<file path="src/rtl/ebus_xfer.sv">
// rtl/ebus_xfer.sv - EBOX-side EBUS transfer sequencer
//
// Runs one EBUS I/O cycle (DATAO/CONO/DATAI/CONI style) between the data path
// and a device: chip select and setup, processor demand, wait for the device
// transfer acknowledge, then wait for the acknowledge to drop. Both wait phases
// are bounded by TIMEOUT_CYCLES. Read data is captured for the ARL EBUS select.
//
// Parameters
//   SETUP_CYCLES    cycles CS/func/dev/data are stable before demand (>=1)
//   TIMEOUT_CYCLES  max cycles in DEMAND, and separately in RELEASE (>=2)
//
// Ports
//   clk          in   EBOX data-path clock
//   reset_n      in   asynchronous active-low reset
//   start        in   request a transfer (sampled only when idle)
//   isRead       in   1 = device->EBOX, 0 = EBOX->device (captured at start)
//   func[0:2]    in   EBUS function code (captured at start)
//   dev[0:6]     in   device select (captured at start)
//   wdata[0:35]  in   write word (captured at start)
//   ebusXfer     in   device transfer acknowledge
//   ebusDataIn   in   EBUS data from device
//   ebusCS       out  chip select
//   ebusFunc     out  registered function code
//   ebusDev      out  registered device select, zero-extended to 8 bits
//   ebusDemand   out  processor demand
//   ebusDriving  out  this block drives ebusDataOut onto the EBUS
//   ebusDataOut  out  registered write word, zero when not driving
//   rdata        out  captured read word, held until the next successful read
//   busy         out  high in every state except IDLE
//   done         out  one-cycle completion pulse (success or timeout)
//   timeout      out  one-cycle pulse coincident with done on failure

module ebus_xfer #(
   parameter int SETUP_CYCLES   = 2,
   parameter int TIMEOUT_CYCLES = 64
) (
   input  logic        clk,
   input  logic        reset_n,
   input  logic        start,
   input  logic        isRead,
   input  logic [0:2]  func,
   input  logic [0:6]  dev,
   input  logic [0:35] wdata,
   input  logic        ebusXfer,
   input  logic [0:35] ebusDataIn,
   output logic        ebusCS,
   output logic [0:2]  ebusFunc,
   output logic [0:7]  ebusDev,
   output logic        ebusDemand,
   output logic        ebusDriving,
   output logic [0:35] ebusDataOut,
   output logic [0:35] rdata,
   output logic        busy,
   output logic        done,
   output logic        timeout
);

   // One counter serves both the setup delay and the two timeout windows,
   // so it is sized for whichever bound is larger.
   localparam int CMAX = (SETUP_CYCLES > TIMEOUT_CYCLES) ? SETUP_CYCLES : TIMEOUT_CYCLES;
   localparam int CW   = $clog2(CMAX + 1);

   typedef enum logic [1:0] {
      S_IDLE,
      S_SETUP,
      S_DEMAND,
      S_RELEASE
   } state_t;

   state_t        state, state_n;
   logic [CW-1:0] cnt, cnt_n;

   logic          hold_rd, hold_rd_n;
   logic [0:2]    hold_func, hold_func_n;
   logic [0:6]    hold_dev, hold_dev_n;
   logic [0:35]   hold_wdata, hold_wdata_n;

   logic          active_n;
   logic          cs_n, demand_n, driving_n, done_n, timeout_n;
   logic [0:2]    func_n;
   logic [0:7]    dev_n;
   logic [0:35]   dataout_n, rdata_n;

   always_comb begin
      state_n      = state;
      cnt_n        = cnt;
      hold_rd_n    = hold_rd;
      hold_func_n  = hold_func;
      hold_dev_n   = hold_dev;
      hold_wdata_n = hold_wdata;
      rdata_n      = rdata;
      done_n       = 1'b0;
      timeout_n    = 1'b0;

      case (state)
         S_IDLE: begin
            if (start) begin
               state_n      = S_SETUP;
               cnt_n        = '0;
               hold_rd_n    = isRead;
               hold_func_n  = func;
               hold_dev_n   = dev;
               hold_wdata_n = wdata;
            end
         end

         S_SETUP: begin
            if (cnt == CW'(SETUP_CYCLES - 1)) begin
               state_n = S_DEMAND;
               cnt_n   = '0;
            end else begin
               cnt_n = cnt + CW'(1);
            end
         end

         S_DEMAND: begin
            // An acknowledge on the last allowed cycle still counts as a
            // transfer: it is tested before the timeout bound.
            if (ebusXfer) begin
               state_n = S_RELEASE;
               cnt_n   = '0;
               if (hold_rd) begin
                  rdata_n = ebusDataIn;
               end
            end else if (cnt == CW'(TIMEOUT_CYCLES - 1)) begin
               state_n   = S_IDLE;
               done_n    = 1'b1;
               timeout_n = 1'b1;
            end else begin
               cnt_n = cnt + CW'(1);
            end
         end

         S_RELEASE: begin
            if (!ebusXfer) begin
               state_n = S_IDLE;
               done_n  = 1'b1;
            end else if (cnt == CW'(TIMEOUT_CYCLES - 1)) begin
               state_n   = S_IDLE;
               done_n    = 1'b1;
               timeout_n = 1'b1;
            end else begin
               cnt_n = cnt + CW'(1);
            end
         end

         default: begin
            state_n = S_IDLE;
         end
      endcase

      // Outputs are derived from the next state so that they are registered
      // yet change on the same edge as the state itself.
      active_n  = (state_n != S_IDLE);
      cs_n      = active_n;
      demand_n  = (state_n == S_DEMAND);
      driving_n = active_n && !hold_rd_n;
      dataout_n = driving_n ? hold_wdata_n : '0;
      func_n    = active_n ? hold_func_n : '0;
      dev_n     = active_n ? {1'b0, hold_dev_n} : '0;
   end

   always_ff @(posedge clk or negedge reset_n) begin
      if (!reset_n) begin
         state       <= S_IDLE;
         cnt         <= '0;
         hold_rd     <= 1'b0;
         hold_func   <= '0;
         hold_dev    <= '0;
         hold_wdata  <= '0;
         ebusCS      <= 1'b0;
         ebusFunc    <= '0;
         ebusDev     <= '0;
         ebusDemand  <= 1'b0;
         ebusDriving <= 1'b0;
         ebusDataOut <= '0;
         rdata       <= '0;
         busy        <= 1'b0;
         done        <= 1'b0;
         timeout     <= 1'b0;
      end else begin
         state       <= state_n;
         cnt         <= cnt_n;
         hold_rd     <= hold_rd_n;
         hold_func   <= hold_func_n;
         hold_dev    <= hold_dev_n;
         hold_wdata  <= hold_wdata_n;
         ebusCS      <= cs_n;
         ebusFunc    <= func_n;
         ebusDev     <= dev_n;
         ebusDemand  <= demand_n;
         ebusDriving <= driving_n;
         ebusDataOut <= dataout_n;
         rdata       <= rdata_n;
         busy        <= active_n;
         done        <= done_n;
         timeout     <= timeout_n;
      end
   end

endmodule

</file>
<file path="config.mk">
export PLATFORM = sky130hd
export DESIGN_NAME = ebus_xfer
export DESIGN_NICKNAME = d
export VERILOG_FILES = /design/src/rtl/ebus_xfer.sv
export SDC_FILE = /design/constraint.sdc
export NUM_CORES = 1
export LEC_CHECK = 0
export ABC_AREA = 1
export CORE_MARGIN = 1
export CORE_UTILIZATION = 42
export DETAILED_ROUTE_END_ITERATION = 10
export PLACE_DENSITY = 0.84
export SKIP_CTS_REPAIR_TIMING = 1
export SYNTH_ARGS = -nofsm -noshare
export SYNTH_HDL_FRONTEND = slang
export SYNTH_SLANG_ARGS = --single-unit
</file>
<file path="constraint.sdc">
create_clock -name clk -period 1.4 [get_ports clk]
set_input_delay 0.28 -clock clk [delete_from_list [all_inputs] [get_ports clk]]
set_output_delay 0.28 -clock clk [all_outputs]
set_load 0.01 [all_outputs]
</file>
; ---- After elaboration in Yosys (flattened, before gate mapping)
; Index checks and enable logic that the tools add are counted.
[op_classes]
add_sub_neg = 1
n_eq_ne = 8
mux = 29
n_reduce_logical = 6
[ops]
columns = op, n
row1 = two-way mux 36 bit, 3
row2 = two-way mux 7 bit, 8
row3 = one-hot mux 7 bit (4 select lines), 1
row4 = two-way mux 2 bit, 5
row5 = two-way mux 3 bit, 3
row6 = one-hot mux 2 bit (4 select lines), 1
row7 = "adder 7 x 1 -> 7 bit, second input constant", 1
row8 = "equality test 7 x 1 -> 1 bit, second input constant", 1
row9 = "equality test 7 x 6 -> 1 bit, second input constant", 1
row10 = "equality test 2 bit, second input constant", 3
row11 = two-way mux 1 bit, 6
row12 = "!= test 2 bit, second input constant", 2
row13 = one-hot mux 1 bit (2 select lines), 2
row14 = AND reduction 3 bit, 1
row15 = "equality test 2 x 1 -> 1 bit, second input constant", 1
row16 = logical NOT 2 bit, 1
row17 = AND reduction 2 bit, 1
row18 = nonzero test 2 bit, 1
row19 = logical AND 1 bit, 1
row20 = logical NOT 1 bit, 1
[totals]
regBits = 143
input_bits = 87
output_inout_bits = 89
elab_cells = 59

; ---- Logic depth before layout (Yosys ltp)
; Gate-level depths: netlist of run 1.
[depth]
depth_word = 7
depth_mapped = 11
ltp_nobuf = 11

; ---- Worst setup path after synthesis of run 1
; Ideal clock, no wire load.
[synth_path]
path_type = flip-flop to flip-flop
from = reg cnt[0]
to = reg ebusDataOut[21] (netlist bit)
setup_ps = 126
arrival_time_ps = 1367
setup_slack_ps = -93
stages_incl_launch_ff = 10
n_path_buf = 1
synth_period_minus_slack_ps = 1493
path_cell_list = dfrtp_1 ha_1 nand3_2 nor2_4 nand3_2 nand2_2 nor2_4 inv_6 buf_12 nor2_2
[synth_between]
elab_chain_cells = 7
[synth_lines]
columns = item, line
row1 = from (decl), 71  ; logic [CW-1:0] cnt, cnt_n;
row2 = from (signal assigned), 183  ; cnt <= cnt_n;
row3 = equality test 7 x 6 -> 1 bit, "125, 138"
row4 = two-way mux 2 bit, "125, 138"
row5 = two-way mux 2 bit (on tied branches), "135, 119"
row6 = one-hot mux 2 bit (4 select lines) *, 95  ; case (state)
row7 = nonzero test 2 bit *, 154  ; active_n = (state_n != S_IDLE);
row8 = logical AND 1 bit *, 157  ; driving_n = active_n && !hold_rd_n;
row9 = via driving_n, 79  ; logic cs_n, demand_n, driving_n, done_n, timeout_n;
row10 = two-way mux 36 bit *, 158  ; dataout_n = driving_n ? hold_wdata_n : '0;
row11 = "via dataout_n, one bit", 82  ; logic [0:35] dataout_n, rdata_n;
row12 = to (signal assigned), 193  ; ebusDataOut <= dataout_n;
row13 = to (decl), 51  ; output logic [0:35] ebusDataOut,
; Mark *: on every way through the listed nets, which the timed path passes. The rest lies on a longest branch.
; A chain may end at the register's enable or synchronous reset.

; ---- Final worst setup path of run 1
[layout_path]
from = reg state[0]
to = reg ebusDataOut[32] (netlist bit)
[layout_lines]
columns = item, line
row1 = from (decl), 70  ; state_t state, state_n;
row2 = from (signal assigned), 182  ; state <= state_n;
row3 = logical NOT 2 bit, 95
row4 = two-way mux 1 bit, 95
row5 = via hold_rd_n, 73  ; logic hold_rd, hold_rd_n;
row6 = logical NOT 1 bit, 157
row7 = logical AND 1 bit, 157
row8 = via driving_n, 79
row9 = two-way mux 36 bit, 158
row10 = "via dataout_n, one bit", 82
; The timed path passes the listed nets, and every way through them passes these cells.

==> run metrics, run 1 <==
status complete, but fails checks; violated checks negative setup slack; Layout area overhead 62.5%; hpwl dp 8870 um; # rows 41; CP Depth 8; Fin. Hold Viols 0; worst setup path end ebusDataOut[32]; reg2reg end ebusDataOut[32]; worst r2r src state[0]; ANT nets after route 0; DR pass1 iterations 4; WP data arrival 1940 ps; final worst slack -201 ps; multi-input logic area ~1700 um^2; Peak Freq 624 MHz; peak supply drop between 1 and 1.5 mV; Reg2Reg Depth 8; Final period util 114%; Mapped Cells between 500 and 600; clk sinks between 100 and 150; Worst Path Required 1740 ps; Netlist cell types 30; # nets final 832; delay-heaviest family, CP simple AND/OR/NAND/NOR gates; Gate power share ~42%; pin count of the biggest net entering global routing 57; DP Area 7760 um^2; GP Congestion 0.837; Non-Filler Instances just over 900; R2R Setup Slk -200 ps; final wirelength 14400 um; Layout fillers ~820; remaining global-route overflow 0; FF+latch count, synth 143; Initial Util 43.6%; Final Cell Area 9050 um^2; WL/cell 15.5 um; # DRC 0; vias in the first global route 4104; worst skew pair latency roughly 420 ps; CTS Buf Count 17; layout cells sized above 1 25.9%; synthesized area approximately 5600 um^2; share of the yosys chip area belonging to registers approximately 64%; clock tree root driver cell clkbuf_16; largest stage delay on the critical path 450 ps; most used cell, CP nor2_4; Buffers & Inverters on Critical Path 3; Clock power frac 23.4%; Syn. warnings 0; Seq pwr share 34.5%; number of port buffers 174; total power 0.0189 W; sequential cell area 3580 um^2; GRT Overall Usage between 10% and 20%; die width 117 um; Starting DRT DRC Count 311; post-placement cell count 885; most frequent cells in the layout 140 x dfrtp_1, 106 x inv_1, 88 x dlymetal6s2s_1; core area 12800 um^2; RSZ-0062 raised after global routing yes; setup violators final 60; Max Cap Violations 0; Sw Ratio about a third; Internal 0.0126 W; full die area 13700 um^2; pwr/cell area 2090 nW/um^2; DR vias/cell 4.61; initial antenna violation count 1; Crit Path Class register to register; global-route wire length before repair 19400 um; P_sw 0.00634 W; CTS tree yes; die height 117 um; # IOs 176; vias 4273; critical path startpoint state[0]; # H-tree levels 4; Synth Area per Inst roughly 11 um^2; Clk pin slew, worst setup/hold paths 60 ps; Hold Crit Class input pin to asynchronous set/reset pin; CP endpoint kind register; element type at the critical path start register; Final Skew 5.97 ps; P_leak roughly 5.4 nW; post-route minimum period 1600 ps; Max Slew Vio Count 0; slowest CP cell dfrtp_2; clk buf depth 2; setup TNS -7350 ps; Synthesized Nets 618; crit-path cells nor2_4, nand2_2, o21ai_1, inv_1, nor2_4, clkinv_4, buf_12, nor2_1; most common cell after layout, fill and taps aside dfrtp_1; critical-path maximum fanout 14
-- power groups by stage --
stage | clock, W | combinational (W) | sequential, W
detailed placement | 0 | 0.00692 | 0.00657
CTS | 0.00449 | 0.00697 | 0.00652
floorplan | 0 | 0.00293 | 0.00699
global placement | 0 | 0.00665 | 0.00649
finish | 0.00442 | 0.00797 | 0.00652
global route | 0.00470 | 0.00869 | 0.00669
-- through the flow --
step           setup WS, ps  utilization [%]  hold slack [ps]
4_1_cts                -233             65.3             -272
3_5_place_dp           -411             60.8              175
5_1_grt                -286             70.8              329
3_3_place_gp           -311             60.8              174
6_report               -201             70.8              316
2_1_floorplan         -36.6                -            -15.6
-- layout make-up --
class,instances,area share (%)
flip-flops and latches,143,39.6
repair buffers,214,27.5
multi-input cells,255,19.3
clock buffers,21,5.20
inverters,112,4.77
well taps,172,2.38
clock inverters,9,1.20
diodes,1,0.0277
-- worst register-to-register path: stages (launching register included) --
cell and delay, ps:
dfrtp_2 450, nor2_4 160, nand2_2 130, o21ai_1 150
inv_1 90, nor2_4 140, clkinv_4 110, buf_12 170
nor2_1 120
-- per-layer routing --
layer | global-route usage (%) | vias to the layer above | share of wire [%]
li1 | - | 2035 | -
met1 | 22.2 | 2056 | 39
met2 | 32.9 | 149 | 53
met3 | 5.25 | 33 | 5.8
met4 | 8.61 | 0 | 2.4
met5 | 0 | - | 0
-- state kept, by name, summed over array words and instances, names as in the netlist --
| register | count |
|---|---|
| timeout | 1 |
| ebusDemand | 1 |
| cnt | 7 |
| ebusDev | 7 |
| hold_wdata | 36 |
| ebusDriving | 1 |
| rdata | 36 |
| done | 1 |
| ebusFunc | 3 |
| state | 2 |
| busy | 1 |
| hold_rd | 1 |
| hold_func | 3 |
| ebusDataOut | 36 |
| hold_dev | 7 |
-- cells in the mapped netlist, drive strengths merged --
cell	n	area (um^2)
a21oi	3	15.0
a31o	1	8.76
buf	15	126
clkbuf	4	15.0
clkinv	1	5.00
conb	1	3.75
dfrtp	143	3580
ha	2	25.0
inv	111	422
mux2	36	405
nand2	82	313
nand3	10	72.6
nand4	3	18.8
nor2	63	282
nor3	1	5.00
o21ai	51	259
o21bai	1	7.51
or2	1	6.26
-- kinds of logic after synthesis --
| group | synth area share (%) |
|---|---|
| simple gates | 12.5 |
| flops | 64.3 |
| buf+inv | 10.2 |
| compound gates | 5.21 |
| mux | 7.28 |
| fa+ha+maj | 0.449 |
| other cells | 0.0674 |
-- worst min path at each step --
stage | slack [ps] | endpoint | depth (start not counted) | from
floorplan | -20 | busy | 0 | reset_n
global placement | 170 | hold_wdata[26] | 1 | reset_n
detailed placement | 170 | ebusDataOut[22] | 1 | reset_n
CTS | -270 | ebusDataOut[15] | 1 | reset_n
global route | 330 | ebusDataOut[15] | 2 | reset_n
finish | 320 | ebusDataOut[18] | 2 | reset_n
Note: power is estimated with default switching activity, not from simulation.
==> run 2, diff against run 1 <==
==> constraint.sdc (replaced) <==
create_clock -name clk -period 1.4 [get_ports clk]
set_input_delay 0.14 -clock clk [delete_from_list [all_inputs] [get_ports clk]]
set_output_delay 0.14 -clock clk [all_outputs]
set_load 0.01 [all_outputs]
==> run 2 against run 1 <==
  * The flow still finishes with violations (negative setup slack)
  * Largest power group unchanged
  * Final area decreased by 1.1%
  * Flip-flop and latch count stayed put
  * Count of clock-buffer cells in the layout fell by 3
  * Combinational power is 2.6% lower
  * Core utilization down 0.79 points
  * Setup slack improved by 88 ps
  * Critical path type unchanged
  * Critical path depth grew 2
  * First-iteration DRC count rose by 7.4%
==> run metrics, run 2 (synthesized netlist as in run 1, its figures left out) <==
critical-path maximum fanout 6 (was 14); die height 117 um (unchanged); number of port buffers 174 (unchanged); DP Area 7740 um^2 (was 7760 um^2); post-route minimum period 1510 ps (was 1600 ps); largest registers ebusDataOut x36, hold_wdata x36, rdata x36 (unchanged); core area 12800 um^2 (unchanged); Crit Path Class register to register (unchanged); Layout fillers 837 (was 822); clk buf depth 2 (unchanged); Starting DRT DRC Count 334 (was 311); P_leak 5.29 nW (was 5.36 nW); # IOs 176 (unchanged); remaining global-route overflow 0 (unchanged); most frequent cells in the layout 140 x dfrtp_1, 107 x inv_1, 88 x dlymetal6s2s_1 (was 140 x dfrtp_1, 106 x inv_1, 88 x dlymetal6s2s_1); final worst slack -114 ps (was -201 ps); Clk pin slew, worst setup/hold paths 60 ps (about the same); RSZ-0062 raised after global routing yes (unchanged); worst skew pair latency 410 ps (was 420 ps); violated checks negative setup slack (unchanged); Initial Util 43.6% (unchanged); Max Slew Vio Count 0 (unchanged); CTS Buf Count 17 (unchanged); GP Congestion 0.853 (was 0.837); # nets final 827 (was 832); clk sinks 143 (unchanged); DR pass1 iterations 5 (was 4); CP endpoint kind register (unchanged); Fin. Hold Viols 0 (unchanged); ANT nets after route 0 (unchanged); DR vias/cell 4.62 (was 4.61); most common cell after layout, fill and taps aside dfrtp_1 (unchanged); Final period util 108% (was 114%); # H-tree levels 4 (unchanged); Hold Crit Class input pin to asynchronous set/reset pin (unchanged); worst r2r src state[1] (was state[0]); clock tree root driver cell clkbuf_16 (unchanged); # DRC 0 (unchanged); pwr/cell area 2140 nW/um^2 (was 2090 nW/um^2); Max Cap Violations 0 (unchanged); reg2reg end ebusDataOut[1] (was ebusDataOut[32]); hpwl dp 9200 um (was 8870 um); setup TNS -3480 ps (was -7350 ps); R2R Setup Slk -110 ps (was -200 ps); WP data arrival 1860 ps (was 1940 ps); Peak Freq 661 MHz (was 624 MHz); Layout area overhead 60.7% (was 62.5%); fin util 70.0% (was 70.8%); element type at the critical path start register (unchanged); WL/cell 15.6 um (was 15.5 um); full die area 13700 um^2 (unchanged); initial antenna violation count 1 (unchanged); vias in the first global route 4273 (was 4104); Final Skew 7.41 ps (was 5.97 ps); pre-CTS setup slack -249 ps (was -411 ps); Hold Slack 207 ps (was 316 ps); die width 117 um (unchanged); setup violators final 47 (was 60); layout cells sized above 1 23.1% (was 25.9%); CTS tree yes (unchanged); final wirelength 14400 um (about the same); Worst Path Required 1740 ps (about the same); pin count of the biggest net entering global routing 53 (was 57); # rows 41 (unchanged); status complete, but fails checks (unchanged); global-route wire length before repair 20200 um (was 19400 um); GRT Overall Usage 20.0% (was 19.1%); peak supply drop 1.17 mV (was 1.21 mV); Final Cell Area 8940 um^2 (was 9050 um^2); Reg2Reg Depth 10 (was 8); vias 4262 (was 4273)
[run 2: cell types whose count changed in the layout (fill, tap and decap cells not counted), sizes merged]
cell / delta
buf: -4
clkbuf: -4
bufinv: +3
clkinv: -3
clkinvlp: +3
inv: +1
[run 2: area by class of cell]
| cell class | count | area (um^2) | share of cell area, % |
|---|---|---|---|
| diodes | 1 | 2.50 | 0.0280 |
| clock buffers | 18 | 429 | 4.80 |
| clock inverters | 13 | 211 | 2.36 |
| inverters | 112 | 428 | 4.78 |
| multi-input cells | 255 | 1690 | 18.9 |
| flip-flops and latches | 143 | 3580 | 40.0 |
| well taps | 172 | 215 | 2.41 |
| repair buffers | 209 | 2380 | 26.7 |
[run 2: layer usage]
layer	up-vias	part of all wire, %	GRT usage [%]
li1	2024	-	-
met4	0	1.8	8.61
met5	-	0	0
met2	149	53	34.9
met1	2061	38	22.2
met3	28	6.7	6.75
[run 2: worst max path at each step]
stage,endpoint,slack (ps),start,cells after the start
after floorplan,ebusDataOut[21],-40,cnt[0],9
final,ebusDataOut[1],-110,state[1],10
after global placement,timeout,-170,ebusXfer,6
after detailed placement,ebusDataOut[1],-250,ebusXfer,8
after CTS,ebusDataOut[1],-130,state[1],9
after global routing,ebusDataOut[0],-200,state[0],8
[run 2: metrics by stage]
| stage | std cells | power (W) |
|---|---|---|
| final | 923 | 0.0192 |
| after floorplan | 529 | 0.00992 |
| after CTS | 916 | 0.0185 |
| after global routing | 922 | 0.0203 |
| after global placement | 885 | 0.0130 |
| after detailed placement | 885 | 0.0134 |
[run 2: where the power goes]
part	total, W	switching, W	internal (W)	leakage, nW
registers	0.00653	0.000676	0.00585	1.71
clock network	0.00488	0.00173	0.00316	0.299
logic	0.00776	0.00399	0.00377	3.28
total	0.0192	0.00639	0.0128	5.29
[run 2: worst max-delay path: stages (launching register included)]
cell and delay [ps]:
dfrtp_2 440, nand2_1 110, inv_2 50, nand2_2 80, o21ai_4 80, inv_4 70
nand2_4 50, nor2_4 130, clkinv_4 140, clkbuf_16 200, nor2_4 80
==> patch: new RTL, settings of run 1 <==
Change the parameter `TIMEOUT_CYCLES` from 64 to 32.
--- a/src/rtl/ebus_xfer.sv
+++ b/src/rtl/ebus_xfer.sv
@@ -33,5 +33,5 @@
 module ebus_xfer #(
    parameter int SETUP_CYCLES   = 2,
-   parameter int TIMEOUT_CYCLES = 64
+   parameter int TIMEOUT_CYCLES = 32
 ) (
    input  logic        clk,
Behaviour: same outputs for any inputs over 10 cycles, from zero or initial values and one cycle with reset_n low; that may be too few to reach the edited logic, so the function may still have changed.
==> patch against run 1 <==
- largest cell class unchanged
- non-clock buffer count increased by 15
- the flow still finishes with violations (setup timing)
- area after synthesis up 0.74%
- design area increased by 4.7%
- highest routed layer unchanged
- total power increased by 14%
- count of clock-buffer cells in the layout is 1 higher
- sequential cell count is 1 lower
- clock skew is 0.0034 ns higher
- routed wire length up 12%
- via count grew 5.2%
- cell count grew 1.6%
- clock power up 25%
- critical path type unchanged
- setup slack better by 0.042 ns
==> patch: results <==
export IMPL_pwr_share_comb_pct=43.2
export IMPL_rr_worst_depth=5
export IMPL_status="finished, violations left"
export IMPL_clk_power_mw=5.51
export IMPL_r2r_end="rdata[1]"
export IMPL_antenna_cells=0
export IMPL_violations="setup timing"
export IMPL_grt_usage_pct=20.64
export IMPL_wl_met3_microns=712
export IMPL_gp_congestion=0.9096
export IMPL_final_nets=846
export IMPL_synth_area_leaders="dfrtp_1 (63%), mux2_4 (8.0%), inv_1 (7.3%)"
export IMPL_cp_max_fo=9
export IMPL_num_fill_cells=789
export IMPL_setup_viol=91
export IMPL_fin_ws_ns=-0.1595
export IMPL_setup_tns_ns=-9.869
export IMPL_routed_via_density=4.772
export IMPL_drive_above_1_share_pct=27.14
export IMPL_drt_iter0_drc=337
export IMPL_place_area_sq_um=7839
export IMPL_arrival_ns=1.85
export IMPL_met2_length_mm=8.830
export IMPL_grt_max_degree=50
export IMPL_grtUsageMet1_pct=23.45
export IMPL_hpwl_mm=9.527
export IMPL_max_stage_delay_ns=0.41
export IMPL_grt_pass1_wl_mm=21.87
export IMPL_slowest_stage="dfrtp_1"
export IMPL_critPathTopFamily="flip-flops"
export IMPL_wl_met1_mm=6.155
-- patch: cell types whose count changed after synthesis, moves of 3 or more --
cell,before,now
clkbuf_1,4,1
inv_2,0,4
mux2_1,6,0
mux2_2,30,6
mux2_4,0,30
nand2_1,80,86
nor2_1,49,60
nor2_2,12,0
-- patch: metrics by stage --
stage               setup slack (ns)  cells  total power, mW  util (%)
detailed placement           -0.3901    895            14.56     61.12
CTS                          -0.2742    927            20.19     66.80
global route                 -0.2474    942            22.73     73.85
floorplan                  -0.002663    528            10.44         -
finish                       -0.1595    942            21.62     73.85
global placement             -0.3059    895            14.14     61.12
-- patch: how the worst max path moves through the flow --
stage	endpoint	slack (ns)	cells past startpoint
2_1_floorplan	ebusDataOut[10]	-0.003	9
3_3_place_gp	ebusDataOut[27]	-0.31	8
3_5_place_dp	ebusDataOut[29]	-0.39	8
4_1_cts	rdata[8]	-0.27	1
5_1_grt	ebusDataOut[25]	-0.25	9
6_report	rdata[1]	-0.16	5
-- patch: logic make-up (layout without fill, tap and decap cells) --
logic type / Yosys count / in the layout / synth area share (%)
flip-flops: 142 / 142 / 63.35
other: 1 / 1 / 0.06686
buffers and inverters: 132 / 374 / 10.04
AO/OA/AOI/OAI: 53 / 53 / 4.796
adder cells (fa/ha/maj): 2 / 2 / 0.4461
multiplexers: 36 / 36 / 9.235
XOR/XNOR: 2 / 2 / 0.3123
AND/OR/NAND/NOR: 160 / 160 / 11.76
-- patch: final cells by class --
class                   instances  area [sq um]  share of cell area (%)
multi-input cells             254          1916                   20.22
clock inverters                10         254.0                   2.682
well taps                     172         215.2                   2.272
clock buffers                  22         474.2                   5.007
flip-flops and latches        142          3553                   37.52
repair buffers                229          2635                   27.82
inverters                     113         424.2                   4.478
